File: config.mk
export PLATFORM = sky130hd
export DESIGN_NAME = vigna_bus_arbiter_flat
export DESIGN_NICKNAME = d
export VERILOG_FILES = /design/src/rtl/vigna_bus_arbiter_if.sv /design/src/rtl/vigna_bus_arbiter.sv /design/src/flat_wrapper.sv
export SDC_FILE = /design/constraint.sdc
export NUM_CORES = 1
export LEC_CHECK = 0
export CORE_ASPECT_RATIO = 0.6
export CORE_MARGIN = 8
export CORE_UTILIZATION = 40
export CTS_BUF_LIST = sky130_fd_sc_hd__clkbuf_16
export CTS_CLUSTER_SIZE = 16
export DETAILED_ROUTE_END_ITERATION = 6
export DONT_BUFFER_PORTS = 1
export GPL_TIMING_DRIVEN = 0
export PLACE_DENSITY = 0.61
export SYNTH_ARGS = -nofsm -noshare
export SYNTH_HDL_FRONTEND = slang
export SYNTH_SLANG_ARGS = --single-unit
export TNS_END_PERCENT = 50
File: constraint.sdc
create_clock -name clk -period 2.1 [get_ports clk]
set_clock_uncertainty 0.2 [all_clocks]
set_input_delay 0.315 -clock clk [delete_from_list [all_inputs] [get_ports clk]]
set_output_delay 0.315 -clock clk [all_outputs]
set_load 0.05 [all_outputs]
File: src/rtl/vigna_bus_arbiter_if.sv
// Generic vigna valid/ready memory bus: a requester drives the master side, a responder the slave side.
interface vigna_bus_arbiter_if #(
    parameter int unsigned AW = 32,
    parameter int unsigned DW = 32
);
    logic            valid;
    logic            ready;
    logic [AW-1:0]   addr;
    logic [DW-1:0]   wdata;
    logic [DW/8-1:0] wstrb;
    logic [DW-1:0]   rdata;

    modport master (output valid, addr, wdata, wstrb, input ready, rdata);
    modport slave  (input valid, addr, wdata, wstrb, output ready, rdata);
endinterface

File: src/rtl/vigna_bus_arbiter.sv
// Merges the vigna instruction and data buses onto one shared memory port, one transaction at a time.
// Define ARB_ROUND_ROBIN_EN to alternate grants on simultaneous requests instead of data priority.
module vigna_bus_arbiter #(
    parameter int unsigned AW = 32,
    parameter int unsigned DW = 32
) (
    input  logic                 clk,
    input  logic                 resetn,
    vigna_bus_arbiter_if.slave   ibus,
    vigna_bus_arbiter_if.slave   dbus,
    vigna_bus_arbiter_if.master  mbus,
    output logic                 arb_busy
);
    localparam int unsigned SW = DW / 8;

    typedef enum logic [1:0] {StIdle, StBusyI, StBusyD, StResp} state_e;

    state_e state;
    logic   take_d;

    // The instruction side never writes.
    logic unused_ibus;
    assign unused_ibus = ^{ibus.wdata, ibus.wstrb};

`ifdef ARB_ROUND_ROBIN_EN
    logic last_grant;  // 0 = I won last, 1 = D won last

    always_comb begin
        take_d = 1'b0;
        if (dbus.valid) begin
            take_d = !ibus.valid || !last_grant;
        end
    end
`else
    always_comb begin
        take_d = dbus.valid;
    end
`endif

    always_ff @(posedge clk) begin
        if (!resetn) begin
            state      <= StIdle;
            arb_busy   <= 1'b0;
            mbus.valid <= 1'b0;
            mbus.addr  <= {AW{1'b0}};
            mbus.wdata <= {DW{1'b0}};
            mbus.wstrb <= {SW{1'b0}};
            ibus.ready <= 1'b0;
            ibus.rdata <= {DW{1'b0}};
            dbus.ready <= 1'b0;
            dbus.rdata <= {DW{1'b0}};
`ifdef ARB_ROUND_ROBIN_EN
            last_grant <= 1'b0;
`endif
        end else begin
            unique case (state)
                StIdle: begin
                    if (take_d) begin
                        state      <= StBusyD;
                        arb_busy   <= 1'b1;
                        mbus.valid <= 1'b1;
                        mbus.addr  <= dbus.addr;
                        mbus.wdata <= dbus.wdata;
                        mbus.wstrb <= dbus.wstrb;
`ifdef ARB_ROUND_ROBIN_EN
                        last_grant <= 1'b1;
`endif
                    end else if (ibus.valid) begin
                        state      <= StBusyI;
                        arb_busy   <= 1'b1;
                        mbus.valid <= 1'b1;
                        mbus.addr  <= ibus.addr;
                        mbus.wdata <= {DW{1'b0}};
                        mbus.wstrb <= {SW{1'b0}};
`ifdef ARB_ROUND_ROBIN_EN
                        last_grant <= 1'b0;
`endif
                    end
                end
                StBusyI: begin
                    if (mbus.ready) begin
                        state      <= StResp;
                        mbus.valid <= 1'b0;
                        ibus.rdata <= mbus.rdata;
                        ibus.ready <= 1'b1;
                    end
                end
                StBusyD: begin
                    if (mbus.ready) begin
                        state      <= StResp;
                        mbus.valid <= 1'b0;
                        dbus.rdata <= mbus.rdata;
                        dbus.ready <= 1'b1;
                    end
                end
                StResp: begin
                    // Requesters update valid/addr on this edge, so nothing is sampled here.
                    state      <= StIdle;
                    arb_busy   <= 1'b0;
                    ibus.ready <= 1'b0;
                    dbus.ready <= 1'b0;
                end
                default: state <= StIdle;
            endcase
        end
    end
endmodule

File: src/flat_wrapper.sv
// flat-port wrapper written by rule: the top's interface ports become plain ports
module vigna_bus_arbiter_flat 
#(
    parameter int unsigned AW = 32,
    parameter int unsigned DW = 32
)
  (clk, resetn, arb_busy, ibus_valid, ibus_addr, ibus_wdata, ibus_wstrb, ibus_ready, ibus_rdata, dbus_valid, dbus_addr, dbus_wdata, dbus_wstrb, dbus_ready, dbus_rdata, mbus_valid, mbus_addr, mbus_wdata, mbus_wstrb, mbus_ready, mbus_rdata);
  vigna_bus_arbiter_if #(.AW(AW), .DW(DW)) ibus_i ();
  vigna_bus_arbiter_if #(.AW(AW), .DW(DW)) dbus_i ();
  vigna_bus_arbiter_if #(.AW(AW), .DW(DW)) mbus_i ();
  input  logic clk;
  input  logic resetn;
  output logic arb_busy;
  input wire logic [$bits(ibus_i.valid)-1:0] ibus_valid;
  input wire logic [$bits(ibus_i.addr)-1:0] ibus_addr;
  input wire logic [$bits(ibus_i.wdata)-1:0] ibus_wdata;
  input wire logic [$bits(ibus_i.wstrb)-1:0] ibus_wstrb;
  output wire logic [$bits(ibus_i.ready)-1:0] ibus_ready;
  output wire logic [$bits(ibus_i.rdata)-1:0] ibus_rdata;
  input wire logic [$bits(dbus_i.valid)-1:0] dbus_valid;
  input wire logic [$bits(dbus_i.addr)-1:0] dbus_addr;
  input wire logic [$bits(dbus_i.wdata)-1:0] dbus_wdata;
  input wire logic [$bits(dbus_i.wstrb)-1:0] dbus_wstrb;
  output wire logic [$bits(dbus_i.ready)-1:0] dbus_ready;
  output wire logic [$bits(dbus_i.rdata)-1:0] dbus_rdata;
  output wire logic [$bits(mbus_i.valid)-1:0] mbus_valid;
  output wire logic [$bits(mbus_i.addr)-1:0] mbus_addr;
  output wire logic [$bits(mbus_i.wdata)-1:0] mbus_wdata;
  output wire logic [$bits(mbus_i.wstrb)-1:0] mbus_wstrb;
  input wire logic [$bits(mbus_i.ready)-1:0] mbus_ready;
  input wire logic [$bits(mbus_i.rdata)-1:0] mbus_rdata;
  assign ibus_i.valid = ibus_valid;
  assign ibus_i.addr = ibus_addr;
  assign ibus_i.wdata = ibus_wdata;
  assign ibus_i.wstrb = ibus_wstrb;
  assign ibus_ready = ibus_i.ready;
  assign ibus_rdata = ibus_i.rdata;
  assign dbus_i.valid = dbus_valid;
  assign dbus_i.addr = dbus_addr;
  assign dbus_i.wdata = dbus_wdata;
  assign dbus_i.wstrb = dbus_wstrb;
  assign dbus_ready = dbus_i.ready;
  assign dbus_rdata = dbus_i.rdata;
  assign mbus_valid = mbus_i.valid;
  assign mbus_addr = mbus_i.addr;
  assign mbus_wdata = mbus_i.wdata;
  assign mbus_wstrb = mbus_i.wstrb;
  assign mbus_i.ready = mbus_ready;
  assign mbus_i.rdata = mbus_rdata;
  vigna_bus_arbiter #(.AW(AW), .DW(DW)) u_core (.clk(clk), .resetn(resetn), .ibus(ibus_i), .dbus(dbus_i), .mbus(mbus_i), .arb_busy(arb_busy));
endmodule
# Word-level counts from Yosys, hierarchy flattened
# Index checks and enable logic that the tools add are counted.
[word_totals] register_bits=138 output_inout_bits=136 elab_cells=50
[classes] eq_ne=7 muxes=18 reduce_logical=15
[ops] op="$mux 32" count=4
[ops] op="$reduce_and 2->1" count=7
[ops] op="$reduce_bool 2->1" count=5
[ops] op="$mux 4" count=2
[ops] op="$pmux 1 s2" count=4
[ops] op="$mux 2" count=3
[ops] op="$pmux 2 s3" count=1
[ops] op="$eq 2x2->1 const B" count=2
[ops] op="$mux 1" count=4
[ops] op="$ne 2x2->1 const B" count=2
[ops] op="$ne 3x3->1 const B" count=1
[ops] op="$reduce_and 3->1" count=1
[ops] op="$eq 2x1->1 const B" count=1
[ops] op="$logic_not 2->1" count=1
[ops] op="$ne 2x1->1 const B" count=1
[ops] op="$reduce_or 2->1" count=1

# Depth between registers and ports, before layout
[logic_depth] word_depth=4 mapped_depth=7

# Worst setup path after synthesis
# Ideal clock, no wire load.
[synth_path] kind="reg-to-reg" from="reg u_core.state[0]" to="reg u_core.mbus.addr[17]" setup_ps=86 arrival_time_ps=1357 setup_slack_ps=458 stages_incl_launch_ff=8 n_path_buf=2 period_less_slack_ps=1642 cell_sequence="dfxtp_1 > inv_1 > ha_1 > o21a_1 > buf_2 > buf_2 > nor2_1 > a211oi_1"
[synth_via] elab_chain_len=2
[synth_rtl] element="start: declaration" line_no="vigna_bus_arbiter.sv:18" source="state_e state;"
[synth_rtl] element="start signal: assignment" line_no="vigna_bus_arbiter.sv:42" source="state <= StIdle;"
[synth_rtl] element="start signal: assignment" line_no="vigna_bus_arbiter.sv:59" source="state <= StBusyD;"
[synth_rtl] element="start signal: assignment" line_no="vigna_bus_arbiter.sv:69" source="state <= StBusyI;"
[synth_rtl] element="$logic_not 2->1" line_no="vigna_bus_arbiter.sv:56" source="unique case (state)"
[synth_rtl] element="$reduce_and 2->1 (no source line)"
[synth_rtl] element="end: declaration" line_no="vigna_bus_arbiter_if.sv:13" source="modport master (output valid, addr, wdata, wstrb, input ready, rdata);"
# Every way passes these cells.
# A chain may end at the register's enable or synchronous reset.

# Worst setup path in the final report
[layout_path] from="reg u_core.state[0]" to="reg u_core.dbus.rdata[4]"
[layout_via] elab_chain_len=2
[layout_rtl] element="$eq 2x2->1" line_no="vigna_bus_arbiter.sv:56"
[layout_rtl] element="$reduce_and 2->1 (no source line)"
[layout_rtl] element="end: declaration" line_no="vigna_bus_arbiter_if.sv:14" source="modport slave (input valid, addr, wdata, wstrb, output ready, rdata);"
# Every way passes these cells.

==> flow_summary.ini <==
[floorplan]
ios = 309
num_rows = 32
core_area_um2 = 12700
dieArea_um2 = 16800
die_h_um = 104
dieWidth_um = 162
initial_utilization_pct = 40.4

[worst_hold_path]
hold_path_class = in -> reg
min_path_cells = 2

[sta]
setup_ws_ns = 0.153
worst_pin_slew_ns = 0.610
drv_slew = 0
final_hold_viol_count = 0
whs_ns = 0.0180
max_freq_ghz = 0.514
rsz0062_at_grt = no
finalSetupTns_ns = 0
fin_crit_ns = 1.95
fin_crit_sh_pct = 92.7
slew-limit-headroom_pct = 59.3
finalSetupViolations = 0

[clock_tree]
clk_path_buf_depth = 2
clkTransAtPathRegs_ns = 0.06
cts_tree = done
cts_root_buf = clkbuf_16
htree_levels = 4
cts_inserted_buffers = 17
post_cts_buffers = 0
clk_latency_ns = 0.40
clock_sinks = 138

[grt]
antenna_found_initial = 2
grt_max_degree = 17
grt_usage_pct = 20.9
grt_pass1_vias = 5066
grt-ovfl-total = 0
grt_pass1_wl_um = 28300

[worst_setup_path]
cp.depth = 6
worst_ep_required_time_ns = 2.22
cp_top_family = buffers and inverters
end_kind = flip-flop
path_buf_inv = 2
cpMaxStageDelayCell = clkbuf_1
path_common_cell = nand2_1
cp_max_fo = 10
worstPathArrival_ns = 2.07
slowest_delay_ns = 0.40
crit_path_start_kind = flip-flop
crit_path_cell_trace = inv_1 > ha_1 > nand2_1 > clkbuf_1 > nand2_1 > a21oi_1
worstSetupPathType = reg -> reg
r2r_cells = 6

[synth]
synthAdderAreaFrac_pct = 1.22
synth.avg_cell_area_um2 = 8.76
synth_largest_area_cell = dfxtp_1
synthMuxAreaShare_pct = 6.24
synth_top_area_share_pct = 53.8
syn_area_um2 = 5130
synth_top_family_by_area = compound AO/OA/AOI/OAI gates
synth_nets = 764
ys_seq_elements = 138
synthCells = 586
synth-compound-area-share_pct = 18.3
seq_area_frac_synth_pct = 53.8
synth_cell_type_count = 25
synth_xor_area_share_pct = 0
synth_simple_gate_area_share_pct = 15.8
yosysWarningCount = 0
synth.area.top_cells = dfxtp_1 (54%), nand2_1 (9.7%), a21oi_1 (7.0%)

[drt]
wl_um = 18300
wl_per_cell_um = 19.8
first_iter_violations = 309
routed_via_density = 5.32
first_pass_iters = 6
drc = 0
dr_total_vias = 4909
ant_nets = 0

[pwr]
power_leakage_nw = 2.82
vdd_ir_drop_max_uv = 639
powerDensity_nw_per_um2 = 1420

[cells_and_area]
layout_commonest_cell = dfxtp_1
regArea_um2 = 2760
area_growth_pct = 42.6
multiInputGateArea_um2 = 2140
drive_gt1_share_pct = 7.86
fillers = 1031
layout_common_cells = dfxtp_1 (138), nand2_1 (133), dlygate4sd3_1 (133)
fin_nets = 916

[job]
drv_cap = 0

[placed_design]
globalplace.congestion = 0.820
numPortBuffers = 0
pre_cts_slack_ns = 0.0949
dp.final_hpwl_um = 12400

[run_status]
status = finished clean
==> metrics by stage <==
stage | power [mW] | cell area (um2) | util (%) | cells
6_report | 10.4 | 7320 | 57.7 | 923
2_1_floorplan | 6.41 | 5130 | - | 586
5_1_grt | 10.8 | 7320 | 57.7 | 923
4_1_cts | 10.3 | 7290 | 57.4 | 920
3_3_place_gp | 6.87 | 5350 | 42.1 | 756
3_5_place_dp | 6.97 | 5350 | 42.1 | 756
==> timing repair <==
action                                  4_1_cts  5_1_grt
endpoints found under the hold margin       136        1
hold buffers                                132        1
endpoints found under the setup margin        0       24
resized for setup                             0       11
==> routing by layer <==
layer,vias to the layer above,wire length [um],track usage (%)
li1,2297,-,-
met1,2339,7420,24.2
met2,245,8720,34.3
met3,28,1820,9.13
met4,0,315,6.32
met5,-,0,0
==> kinds of logic after synthesis <==
logic type / after synthesis
DFF: 138
adders and majority gates: 5
muxes: 32
buffers and inverters: 53
and+or+nand+nor: 210
AOI/OAI and AO/OA: 148
==> flip-flops by register name, summed over array words and instances, names as in the netlist <==
register	count
u_core.arb_busy	1
u_core.dbus.rdata	32
u_core.dbus.ready	1
u_core.ibus.rdata	32
u_core.ibus.ready	1
u_core.mbus.addr	32
u_core.mbus.valid	1
u_core.mbus.wdata	32
u_core.mbus.wstrb	4
u_core.state	2
==> area by class of cell <==
cell class              instances  share of cell area (%)
multi-input cells             395                    29.2
flip-flops and latches        138                    37.7
clock buffers                  17                    5.81
well taps                     170                    2.91
plain buffers                  48                    3.13
inverters                       5                   0.256
diodes                          2                  0.0684
clock inverters                15                    2.70
repair buffers                133                    18.2
==> final timing paths <==
check | from | to | slack (ns)
max | u_core.state[0]$_SDFFE_PN0P_ | u_core.dbus.rdata[4]$_SDFFE_PN0P_ | 0.15
min | dbus_addr[20] | u_core.mbus.addr[20]$_SDFFE_PN0P_ | 0.02
max reg2reg | u_core.state[0]$_SDFFE_PN0P_ | u_core.dbus.rdata[4]$_SDFFE_PN0P_ | 0.15
min reg2reg | u_core.state[0]$_SDFFE_PN0P_ | u_core.state[0]$_SDFFE_PN0P_ | 0.37
==> worst register-to-register path, cell delays in order, from the launching register on <==
cell and delay (ns):
dfxtp_1 0.38, inv_1 0.11, ha_1 0.25, nand2_1 0.22
clkbuf_1 0.41, nand2_1 0.12, a21oi_1 0.19
==> power by group <==
part / total (mW) / switching [mW] / internal [mW] / leakage, nW
Clock: 3.15 / 1.16 / 1.99 / 0.301
Combinational: 2.08 / 1.24 / 0.841 / 1.39
Sequential: 5.15 / 2.04 / 3.11 / 1.13
Total: 10.4 / 4.44 / 5.95 / 2.82
==> cells in the mapped netlist <==
master and count:
a21oi_1 72, a311oi_1 2, a31o_1 1, o21ai_1 2
nand2_1 133, clkbuf_1 25, buf_4 2, mux2i_1 32
buf_6 1, buf_2 18, buf_1 2, dfxtp_1 138
o21ai_2 1, inv_1 4, and2_1 3, o21a_1 1
ha_1 5, a22oi_1 36, or3b_1 1, inv_2 1
a211oi_1 32, nor2_1 68, nor2b_1 4, nand2b_1 1
a311oi_2 1
(Power assumes the default switching activity.)
